===== config.mk =====
export PLATFORM = sky130hd
export DESIGN_NAME = frac_clk_div
export DESIGN_NICKNAME = d
export VERILOG_FILES = /design/src/rtl/clk_div_pkg.sv /design/src/rtl/frac_div_ch.sv /design/src/rtl/frac_clk_div.sv
export SDC_FILE = /design/constraint.sdc
export NUM_CORES = 1
export LEC_CHECK = 0
export BUFFER_PORTS_ARGS = -buffer_cell sky130_fd_sc_hd__buf_2
export CAP_MARGIN = 25
export CORE_ASPECT_RATIO = 0.9
export CORE_MARGIN = 8
export CORE_UTILIZATION = 56
export CTS_CLUSTER_SIZE = 14
export DETAILED_ROUTE_END_ITERATION = 6
export HOLD_SLACK_MARGIN = 0.05
export PLACE_DENSITY = 0.79
export SLEW_MARGIN = 20
export SYNTH_ARGS = -nofsm -noshare
export SYNTH_HDL_FRONTEND = slang
export SYNTH_HIERARCHICAL = 1
export SYNTH_SLANG_ARGS = --single-unit

===== constraint.sdc =====
create_clock -name clk -period 5.2 [get_ports clk]
set_clock_uncertainty 0.2 [all_clocks]
set_input_delay 1.04 -clock clk [delete_from_list [all_inputs] [get_ports clk]]
set_output_delay 1.04 -clock clk [all_outputs]
set_load 0.01 [all_outputs]

===== src/rtl/clk_div_pkg.sv =====
// Shared constants and elaboration-time helpers for the fractional clock divider.
//   CH_MIN/CH_MAX : legal range of the channel count
//   W_MIN/W_MAX   : legal range of the phase-accumulator width
//   calc_inc()    : reset-time phase increment, 64-bit, saturated to 2^W-1
//   ch_w()        : width of the channel-select field
package clk_div_pkg;

  localparam int CH_MIN = 1;
  localparam int CH_MAX = 8;
  localparam int W_MIN  = 4;
  localparam int W_MAX  = 32;

  // (slow * 2^width) / fast, truncated. slow == fast would give exactly 2^width,
  // which does not fit the accumulator, so the result saturates to 2^width-1.
  function automatic logic [63:0] calc_inc(input logic [63:0] fast_hz,
                                           input logic [63:0] slow_hz,
                                           input int          width);
    logic [63:0] full;
    logic [63:0] q;
    full = 64'd1 << width;
    if (fast_hz == 64'd0) begin
      q = full - 64'd1;
    end else begin
      q = (slow_hz << width) / fast_hz;
    end
    if (q >= full) begin
      q = full - 64'd1;
    end
    return q;
  endfunction

  function automatic int ch_w(input int n);
    return (n > 1) ? $clog2(n) : 1;
  endfunction

endpackage


===== src/rtl/frac_div_ch.sv =====
// One fractional divider channel: phase accumulator plus its increment.
//   clk, rst     : clock and synchronous active-high reset
//   en           : run enable
//   wr, wr_inc   : load a new increment and restart the phase from 0
//   tick         : one-cycle pulse on accumulator wrap (registered carry)
//   clk_out      : accumulator MSB
module frac_div_ch
  import clk_div_pkg::*;
#(
  parameter int                    acc_width = 24,
  parameter logic [acc_width-1:0]  inc_rst   = '0
) (
  input  logic                 clk,
  input  logic                 rst,
  input  logic                 en,
  input  logic                 wr,
  input  logic [acc_width-1:0] wr_inc,
  output logic                 tick,
  output logic                 clk_out
);

  logic [acc_width-1:0] acc_p1;
  logic [acc_width-1:0] inc_p1;
  logic                 tick_p1;
  logic [acc_width:0]   sum_p0;

  // Stage 0: next phase with carry, one bit wider than the accumulator
  always_comb begin
    sum_p0 = {1'b0, acc_p1} + {1'b0, inc_p1};
  end

  // Stage 1: accumulator, increment and wrap pulse; a write outranks en
  always_ff @(posedge clk) begin
    if (rst) begin
      acc_p1  <= '0;
      inc_p1  <= inc_rst;
      tick_p1 <= 1'b0;
    end else if (wr) begin
      acc_p1  <= '0;
      inc_p1  <= wr_inc;
      tick_p1 <= 1'b0;
    end else if (en) begin
      acc_p1  <= sum_p0[acc_width-1:0];
      tick_p1 <= sum_p0[acc_width];
    end else begin
      tick_p1 <= 1'b0;
    end
  end

  assign tick    = tick_p1;
  assign clk_out = acc_p1[acc_width-1];

endmodule


===== src/rtl/frac_clk_div.sv =====
// Multi-channel fractional clock divider.
//   clk, rst             : clock and synchronous active-high reset
//   en[channels]         : per-channel run enable
//   cfg_valid/cfg_ready  : increment-write handshake (ready low only during reset)
//   cfg_ch, cfg_inc      : target channel and new increment; unknown channels ignored
//   tick[channels]       : wrap pulses
//   clk_out[channels]    : divided clocks (accumulator MSBs)
module frac_clk_div
  import clk_div_pkg::*;
#(
  parameter int          channels  = 2,
  parameter int          acc_width = 24,
  parameter int unsigned fast_hz   = 1000000,
  parameter int unsigned slow_hz   = 38400
) (
  input  logic                       clk,
  input  logic                       rst,
  input  logic [channels-1:0]        en,
  input  logic                       cfg_valid,
  input  logic [ch_w(channels)-1:0]  cfg_ch,
  input  logic [acc_width-1:0]       cfg_inc,
  output logic                       cfg_ready,
  output logic [channels-1:0]        tick,
  output logic [channels-1:0]        clk_out
);

  localparam int          CH_W      = ch_w(channels);
  localparam logic [63:0] INC_RST64 = calc_inc(64'(fast_hz), 64'(slow_hz), acc_width);
  localparam logic [acc_width-1:0] INC_RST = INC_RST64[acc_width-1:0];

  if (channels < CH_MIN || channels > CH_MAX || acc_width < W_MIN || acc_width > W_MAX ||
      slow_hz == 0 || slow_hz > fast_hz) begin : g_bad_params
    $error("frac_clk_div: illegal parameters channels=%0d acc_width=%0d fast_hz=%0d slow_hz=%0d",
           channels, acc_width, fast_hz, slow_hz);
  end

  // A write in the reset cycle is not accepted, so it is simply dropped.
  assign cfg_ready = ~rst;

  for (genvar c = 0; c < channels; c++) begin : g_ch
    logic wr;
    // cfg_ch values at or beyond channels match no instance and are ignored.
    assign wr = cfg_valid & cfg_ready & (cfg_ch == CH_W'(c));

    frac_div_ch #(
      .acc_width (acc_width),
      .inc_rst   (INC_RST)
    ) u_ch (
      .clk     (clk),
      .rst     (rst),
      .en      (en[c]),
      .wr      (wr),
      .wr_inc  (cfg_inc),
      .tick    (tick[c]),
      .clk_out (clk_out[c])
    );
  end

endmodule


==> results.cfg, run 1 <==
[synthesis]
synth_area_um2 = 5969
synth-seq-area-share_pct = 32.87
synthesis.nets = 777
synth-main-ff-cell = dfxtp_1
postSynthRegisterBits = 98
syn_area_per_cell_um2 = 8.565
synth_cell_type_count = 68
synth_edf_count = 0
syn_inst = 697
async_reset_ff_share_pct = 0
yosys_warnings = 6

[sta]
fin_tns_setup_ps = 0
worst_pin_slew_ps = 881.2
slew_headroom_pct = 41.25
fin_crit_ps = 3475
setup_viol = 0
grt_setup_unrepaired = no
max_freq_mhz = 287.7
period_share_pct = 66.84
finalMaxSlewViolations = 0
final_hold_viol_count = 0

[floorplan]
top_level_ports = 35
die_h_um = 114.0
die_width_um = 124.8
die_area_um2 = 14220
initial_utilization_pct = 58.01
core_um2 = 10290
num_rows = 35

[cells_and_area]
num-nets-final = 783
seqCellArea_um2 = 1962
stdcell_count = 837
syn_to_final_growth_pct = 7.525
fillerInstances = 871
final_layout_size_suffix_gt1_share_pct = 9.322
multi_input_area_um2 = 3791
antenna_cells = 0

[place]
port-buffer-count = 34
place_hpwl_mm = 10.27
place_congestion = 0.9248
placed_cells = 821

[global_routing]
grt_use_total_pct = 19.16
grt_pass1_vias = 4840
grt_max_degree = 56
antenna_found_initial = 0
grt_pass1_wl_mm = 23.05
gr-total-overflow = 0

[route]
drc = 0
route.vias.total = 5106
wire_per_inst_um = 16.49
viasPerCell = 6.100
ant_nets = 0
first_pass_iters = 5
drtIter0Drc = 317
wl_mm = 13.80

[clock_network]
numCtsBuffers = 9
cts.repair.resized = 0
cts.sinks = 98
cts_setup_buffers = 0
insertion_delay_ps = 350
ctsHoldBuffers = 0
clock_path_buffers = 2
cts_max_level = 3
root_buffer = clkbuf_16
clk_pin_slew_worst_paths_ps = 70
cts_tree = done

[min_path]
whs_path_depth = 2
hp-class = reg2reg
min_from = g_ch[0].u_ch/acc_p1[18]$_SDFFE_PP0P_
min_to = g_ch[0].u_ch/acc_p1[18]$_SDFFE_PP0P_

[outcome]
status = finished, final reports clean

[setup_path]
arrival_ps = 3570
crit_fanout = 55
crit-reg2reg-launch = g_ch[0].u_ch/acc_p1[0]$_SDFFE_PP0P_
max_stage_delay_ps = 660
cp-end-kind = flop
r2r_slack_ps = 2470
path_cells = buf_2 > nor3b_2 > buf_4 > or2_1 > or3_1 > or4_1 > nand3_1
crit_required_ps = 5290
crit_path_start_kind = input port
r2r_end = g_ch[0].u_ch/acc_p1[16]$_SDFFE_PP0P_
slowest_stage = buf_2
reg2reg_depth = 9
critical_path_class = in2reg

[power]
p_per_area_nw_per_um2 = 297.4
p_leak_nw = 2.714
ir_drop_uv = 172.8

[run]
maxCapViolations = 0
-- flip-flops by register name (all words and copies together), names as in the netlist --
name and count:
g_ch.u_ch/acc_p1 48, g_ch.u_ch/inc_p1 48, g_ch.u_ch/tick 2
-- layout make-up --
| class | instances | area share, % |
|---|---|---|
| tap | 129 | 2.515 |
| clock buffer | 10 | 3.567 |
| clock inverter | 6 | 0.7602 |
| inverter | 9 | 0.5263 |
| multi-input combinational | 548 | 59.06 |
| sequential | 98 | 30.57 |
| timing repair buffer | 37 | 3.002 |
-- worst max-delay path: cells and delay by family --
kind	cells	cell delay, ps
AND/OR/NAND/NOR	5	1530
buffers and inverters	2	960
-- metrics by stage --
| step | setup slack, ps | total power, W | cell area [um^2] | util [%] | hold WS, ps |
|---|---|---|---|---|---|
| final | 1725 | 0.001909 | 6419 | 62.37 | 263.8 |
| after global routing | 1558 | 0.002007 | 6419 | 62.37 | 303.1 |
| after CTS | 1748 | 0.001921 | 6419 | 62.37 | 265.8 |
| after detailed placement | 1362 | 0.001278 | 6141 | 59.67 | 249.6 |
| after global placement | 1457 | 0.001260 | 6141 | 59.67 | 240.9 |
| after floorplan | 2464 | 0.001186 | 5969 | - | 231.5 |
-- Yosys cell counts, drive strengths merged (7+ instances only) --
cell     n  area share (%)
dfxtp   98              33
nor2    74             4.7
nand2   50             3.2
ha      48              10
a21oi   46             3.9
o21ai   46             3.9
mux2i   44             7.4
clkbuf  29             1.8
nand3   24             2.0
nor2b   24             2.5
a211o   21             3.1
xnor2   21             3.1
a21o    18             2.3
nand4   15             1.6
buf     13             1.3
xor2    11             1.6
inv      9            0.57
nor3     9            0.75
a31oi    7            0.84
o21a     7             1.0
o21bai   7            0.88
-- metal layers --
layer	track usage, %	routed length [um]	up-vias	share of wire, %
li1	-	-	2552	-
met1	23.33	6235	2387	45
met2	33.18	6698	148	49
met3	4.358	637	19	4.6
met4	5.468	231	0	1.7
met5	0	0	-	0
-- worst max-delay path by stage --
stage                                                end  startpoint  cells past startpoint  slack, ps
finish              g_ch[0].u_ch/acc_p1[23]$_SDFFE_PP0P_         rst                      7       1720
global route        g_ch[0].u_ch/acc_p1[23]$_SDFFE_PP0P_         rst                      7       1560
CTS                 g_ch[0].u_ch/acc_p1[23]$_SDFFE_PP0P_         rst                      7       1750
detailed placement  g_ch[0].u_ch/acc_p1[23]$_SDFFE_PP0P_         rst                      7       1360
global placement    g_ch[0].u_ch/acc_p1[23]$_SDFFE_PP0P_         rst                      7       1460
floorplan           g_ch[0].u_ch/acc_p1[23]$_SDFFE_PP0P_   cfg_valid                      7       2460
-- report_power, final --
part | internal, W | switching (W) | total [W]
sequential | 0.000801 | 0.0000329 | 0.000834
clock | 0.000331 | 0.000307 | 0.000637
combinational | 0.000177 | 0.000261 | 0.000438
total | 0.00131 | 0.000601 | 0.00191
-- logic make-up after synthesis --
group           count (synthesis)  synth area share (%)
flops                          98                 32.87
simple gates                  227                 18.32
compound gates                195                 22.30
mux                            44                 7.378
fa+ha+maj                      50                 10.73
buf+inv                        51                 3.710
xor+xnor                       32                 4.695
-- cells in the final DEF, fill, tap and decap left out, drive strengths merged, types with 4 or more instances in the layout --
cell type  synthesis  final
a31oi              7      7
xor2              11     11
dfxtp             98     98
o211ai             6      6
or3                5      5
inv                9     12
a211oi             6      6
mux2i             44     44
ha                48     48
o21ai             46     46
and3               5      5
clkbuf            29     10
nor3               9      9
o21a               7      7
a21o              18     18
nand3b             4      4
o31ai              4      4
nand3             24     24
xnor2             21     21
o21bai             7      7
nor2              74     74
buf               13     37
nor2b             24     24
a21oi             46     46
a211o             21     21
nand4             15     15
nand2             50     50
(Power assumes the default switching activity.)
==> inputs of run 2 (changes only) <==
--- a/config.mk
+++ b/config.mk
@@ -13,7 +13,7 @@
 export CTS_CLUSTER_SIZE = 14
 export DETAILED_ROUTE_END_ITERATION = 6
 export HOLD_SLACK_MARGIN = 0.05
-export PLACE_DENSITY = 0.79
+export PLACE_DENSITY = 0.82
 export SLEW_MARGIN = 20
 export SYNTH_ARGS = -nofsm -noshare
 export SYNTH_HDL_FRONTEND = slang
==> constraint.sdc (replaced) <==
create_clock -name clk -period 2.9 [get_ports clk]
set_clock_uncertainty 0.2 [all_clocks]
set_input_delay 0.58 -clock clk [delete_from_list [all_inputs] [get_ports clk]]
set_output_delay 0.58 -clock clk [all_outputs]
set_load 0.01 [all_outputs]
==> run 2 against run 1 <==
Non-clock buffer count is 10 higher. Via count is 3.1% higher. Final cell count is 1.2% higher. Register-to-register slack worse by 2300 ps.
==> results.cfg, run 2 (synthesized netlist as in run 1, its figures left out) <==
[sta]
fin_tns_setup_ps = 0
setup_ws_ps = 140.7
worst_pin_slew_ps = 835.7
holdWs_ps = 270.3
setup_viol = 0
slew_headroom_pct = 44.08
finalMaxSlewViolations = 0
final_hold_viol_count = 0
max_freq_mhz = 362.4
period_share_pct = 95.15
fin_crit_ps = 2759
grt_setup_unrepaired = no

[route]
drtIter0Drc = 507
viasPerCell = 6.217
wl_mm = 14.24
wire_per_inst_um = 16.81
drc = 0
first_pass_iters = 5
route.vias.total = 5266
ant_nets = 0

[power]
p_per_area_nw_per_um2 = 528.7
ir_drop_uv = 309.4
power_w = 0.003433
p_leak_nw = 2.763

[outcome]
status = finished, final reports clean

[cells_and_area]
design_area_um2 = 6494
final_common_cell = dfxtp_1
fillerInstances = 848
antenna_cells = 0
final_layout_size_suffix_gt1_share_pct = 10.58
final_cell_mix = dfxtp_1, nor2_1, nand2_1, ha_1, a21oi_1
syn_to_final_growth_pct = 8.782
num-nets-final = 793

[setup_path]
reg2reg_depth = 9
r2r_end = g_ch[0].u_ch/acc_p1[16]$_SDFFE_PP0P_
crit_fanout = 3
crit_required_ps = 2930
critical_path_class = reg2reg
crit_path_start_kind = flop
endpoint = g_ch[0].u_ch/acc_p1[16]$_SDFFE_PP0P_
cp-end-kind = flop
r2r_slack_ps = 140
crit-reg2reg-launch = g_ch[0].u_ch/inc_p1[0]$_SDFFE_PP1P_
arrival_ps = 2790
startpoint = g_ch[0].u_ch/inc_p1[0]$_SDFFE_PP1P_

[min_path]
hp-class = in2reg

[clock_network]
insertion_delay_ps = 340
clk_pin_slew_worst_paths_ps = 70
cts_setup_buffers = 0
ctsHoldBuffers = 0
cts.repair.resized = 0
cts.sinks = 98
clock_path_buffers = 2
cts_tree = done
root_buffer = clkbuf_16
cts_max_level = 3
numCtsBuffers = 9

[run]
maxCapViolations = 0

[place]
place_hpwl_mm = 10.56
dpl_cell_area_um2 = 6216
port-buffer-count = 34
place_congestion = 0.9356
place_ws_ps = 221.5

[floorplan]
die_area_um2 = 14220
die_width_um = 124.8
die_h_um = 114.0
initial_utilization_pct = 58.01
top_level_ports = 35
core_um2 = 10290
num_rows = 35

[global_routing]
grt_pass1_vias = 5063
antenna_found_initial = 0
grt_pass1_wl_mm = 23.92
grt_use_total_pct = 19.58
gr-total-overflow = 0
grt_max_degree = 35
==> run 2: changes by cell type in the layout (fill, tap and decap cells not counted), sizes merged <==
cell / before / now
buf: 37 / 47
==> run 2: cell type report <==
| type | instances | area (um^2) | share of cell area (%) |
|---|---|---|---|
| clock buffer | 10 | 229.0 | 3.526 |
| clock inverter | 6 | 48.80 | 0.7514 |
| inverter | 9 | 33.78 | 0.5202 |
| multi-input combinational | 548 | 3791 | 58.38 |
| sequential | 98 | 1962 | 30.21 |
| tap | 129 | 161.4 | 2.486 |
| timing repair buffer | 47 | 267.8 | 4.123 |
==> run 2: worst min-delay path by stage <==
stage,depth (start not counted),startpoint,endpoint
5_1_grt,2,cfg_inc[19],g_ch[0].u_ch/inc_p1[19]$_SDFFE_PP1P_
6_report,2,cfg_inc[19],g_ch[0].u_ch/inc_p1[19]$_SDFFE_PP1P_
4_1_cts,2,g_ch[1].u_ch/acc_p1[10]$_SDFFE_PP0P_,g_ch[1].u_ch/acc_p1[10]$_SDFFE_PP0P_
3_3_place_gp,2,g_ch[1].u_ch/acc_p1[15]$_SDFFE_PP0P_,g_ch[1].u_ch/acc_p1[15]$_SDFFE_PP0P_
3_5_place_dp,2,g_ch[1].u_ch/acc_p1[10]$_SDFFE_PP0P_,g_ch[1].u_ch/acc_p1[10]$_SDFFE_PP0P_
2_1_floorplan,2,g_ch[0].u_ch/acc_p1[15]$_SDFFE_PP0P_,g_ch[0].u_ch/acc_p1[15]$_SDFFE_PP0P_
==> run 2: power by group <==
part           internal (W)  switching, W  total (W)
Clock              0.000593      0.000542    0.00113
Combinational      0.000327      0.000477   0.000804
Sequential          0.00144     0.0000588    0.00149
Total               0.00236       0.00108    0.00343
==> run 2: worst max-delay path: stages, from the launching register on <==
cell	delay, ps
dfxtp_1	330
ha_1	210
fa_1	440
a21o_1	250
a31oi_2	250
o31ai_2	140
o22ai_2	260
nor2_1	90
o311a_1	280
a32o_1	220
==> run 2: per-stage QoR <==
stage          std cells  util [%]
3_5_place_dp         831     60.40
3_3_place_gp         831     60.40
4_1_cts              847     63.10
5_1_grt              847     63.10
2_1_floorplan        697         -
6_report             847     63.10
==> run 2: layer usage <==
layer	up-vias	wire, um	global-route usage [%]
met1	2485	6345	24.15
met2	179	6889	34.14
met5	-	0	0
met3	27	727	3.199
li1	2575	-	-
met4	0	276	6.339
==> inputs of run 3 (changes only) <==
--- a/config.mk
+++ b/config.mk
@@ -7,13 +7,15 @@
 export LEC_CHECK = 0
 export BUFFER_PORTS_ARGS = -buffer_cell sky130_fd_sc_hd__buf_2
 export CAP_MARGIN = 25
+export CELL_PAD_IN_SITES_DETAIL_PLACEMENT = 1
+export CELL_PAD_IN_SITES_GLOBAL_PLACEMENT = 2
 export CORE_ASPECT_RATIO = 0.9
 export CORE_MARGIN = 8
-export CORE_UTILIZATION = 56
+export CORE_UTILIZATION = 34
 export CTS_CLUSTER_SIZE = 14
 export DETAILED_ROUTE_END_ITERATION = 6
 export HOLD_SLACK_MARGIN = 0.05
-export PLACE_DENSITY = 0.82
+export PLACE_DENSITY = 0.81
 export SLEW_MARGIN = 20
 export SYNTH_ARGS = -nofsm -noshare
 export SYNTH_HDL_FRONTEND = slang
==> run 3 against run 2 <==
Setup slack improved by 57 ps. Fmax grew 2.1%. Largest cell class unchanged. Clock power is 16% higher. Global-route usage shrank 4.6 points. First-iteration DRC count shrank 44%.
==> results.cfg, run 3 (synthesized netlist as in run 1, its figures left out) <==
[outcome]
status = finished, final reports clean

[setup_path]
cpMostUsedCell = o211ai_1
crit_required_ps = 2930
cp-end-kind = flop
path_cells = ha_1 > fa_1 > a211oi_1 > o211ai_1 > nand2_1 > o211ai_1 > a21boi_0 > xor2_1 > o21ai_0
slowest_stage = fa_1
arrival_ps = 2730
cp_top_family = compound AO/OA/AOI/OAI gates
crit_fanout = 3
max_stage_delay_ps = 420
critical_path_class = reg2reg
crit_buf_inv = 0
crit_path_start_kind = flop

[clock_network]
cts_tree = done
numCtsBuffers = 9
root_buffer = clkbuf_16
clk_pin_slew_worst_paths_ps = 70
clock_path_buffers = 2
insertion_delay_ps = 350
cts_setup_buffers = 0
ctsHoldBuffers = 0
cts.repair.resized = 0
cts.sinks = 98
cts_max_level = 3

[global_routing]
antenna_found_initial = 0
grt_use_total_pct = 15.02
grt_pass1_wl_mm = 27.12
grt_pass1_vias = 5182
gr-total-overflow = 0
grt_max_degree = 35

[route]
wire_per_inst_um = 17.29
drc = 0
wl_mm = 16.55
viasPerCell = 5.398
route.vias.total = 5166
ant_nets = 0
first_pass_iters = 4
drtIter0Drc = 286

[sta]
worst_pin_slew_ps = 820.5
period_share_pct = 93.19
finalMaxSlewViolations = 0
holdWs_ps = 265.6
setup_viol = 0
grt_setup_unrepaired = no
fin_crit_ps = 2703
slew_headroom_pct = 45.10
fin_tns_setup_ps = 0
final_hold_viol_count = 0
max_freq_mhz = 370.0

[power]
p_per_area_nw_per_um2 = 544.1
p_leak_nw = 2.784
power_w = 0.003629
ir_drop_uv = 257.2

[floorplan]
initial_utilization_pct = 34.23
core_um2 = 17440
die_area_um2 = 22060
die_h_um = 141.7
top_level_ports = 35
die_width_um = 155.7
num_rows = 46

[cells_and_area]
design_area_um2 = 6670
stdcell_count = 957
fillerInstances = 2046
multi_input_area_um2 = 3791
syn_to_final_growth_pct = 11.74
final_cell_mix = dfxtp_1, nor2_1, nand2_1, ha_1, a21oi_1
antenna_cells = 0
seqCellArea_um2 = 1962
final_common_cell = dfxtp_1
final_layout_size_suffix_gt1_share_pct = 10.46
num-nets-final = 793

[place]
port-buffer-count = 34
dpl_cell_area_um2 = 6355
placed_cells = 942
place_congestion = 0.8088
place_hpwl_mm = 12.52

[run]
maxCapViolations = 0

[min_path]
hp-class = in2reg
==> run 3: cell count changes in the layout (fill, tap and decap cells not counted) <==
cell        before  now
bufinv_16        0    2
clkinvlp_4       2    0
clkinv_2         1    0
clkinv_4         0    1
inv_8            1    0
==> run 3: area by class of cell <==
type | instances | share of cell area (%)
timing repair buffer | 47 | 4.014
tap | 240 | 4.502
clock inverter | 5 | 1.294
multi-input combinational | 548 | 56.84
clock buffer | 10 | 3.433
inverter | 9 | 0.5065
sequential | 98 | 29.41
==> run 3: report_power, final <==
part	switching (W)	internal, W	total, W
logic	0.000494	0.000328	0.000822
registers	0.0000600	0.00144	0.00150
clock network	0.000551	0.000761	0.00131
total	0.00110	0.00252	0.00363
==> run 3: metrics by stage <==
stage	worst slack, ps	util [%]
after floorplan	393.7	-
after global placement	250.9	36.44
after detailed placement	212.8	36.44
after CTS	197.1	38.25
after global routing	67.20	38.25
final	197.4	38.25
==> run 3: worst paths after layout <==
kind,start,end,slack (ps),cells past startpoint
setup / recovery,g_ch[1].u_ch/acc_p1[0]$_SDFFE_PP0P_,g_ch[1].u_ch/acc_p1[18]$_SDFFE_PP0P_,200,9
hold / removal,cfg_inc[2],g_ch[0].u_ch/inc_p1[2]$_SDFFE_PP1P_,270,2
setup reg to reg,g_ch[1].u_ch/acc_p1[0]$_SDFFE_PP0P_,g_ch[1].u_ch/acc_p1[18]$_SDFFE_PP0P_,200,9
hold reg to reg,g_ch[1].u_ch/acc_p1[10]$_SDFFE_PP0P_,g_ch[1].u_ch/acc_p1[10]$_SDFFE_PP0P_,270,2
==> run 3: metal layers <==
layer	vias up	track usage (%)	part of all wire, %
met5	-	0	0
met4	0	2.602	0.90
met1	2546	19.29	48
li1	2569	-	-
met3	9	2.797	2.0
met2	42	25.93	49
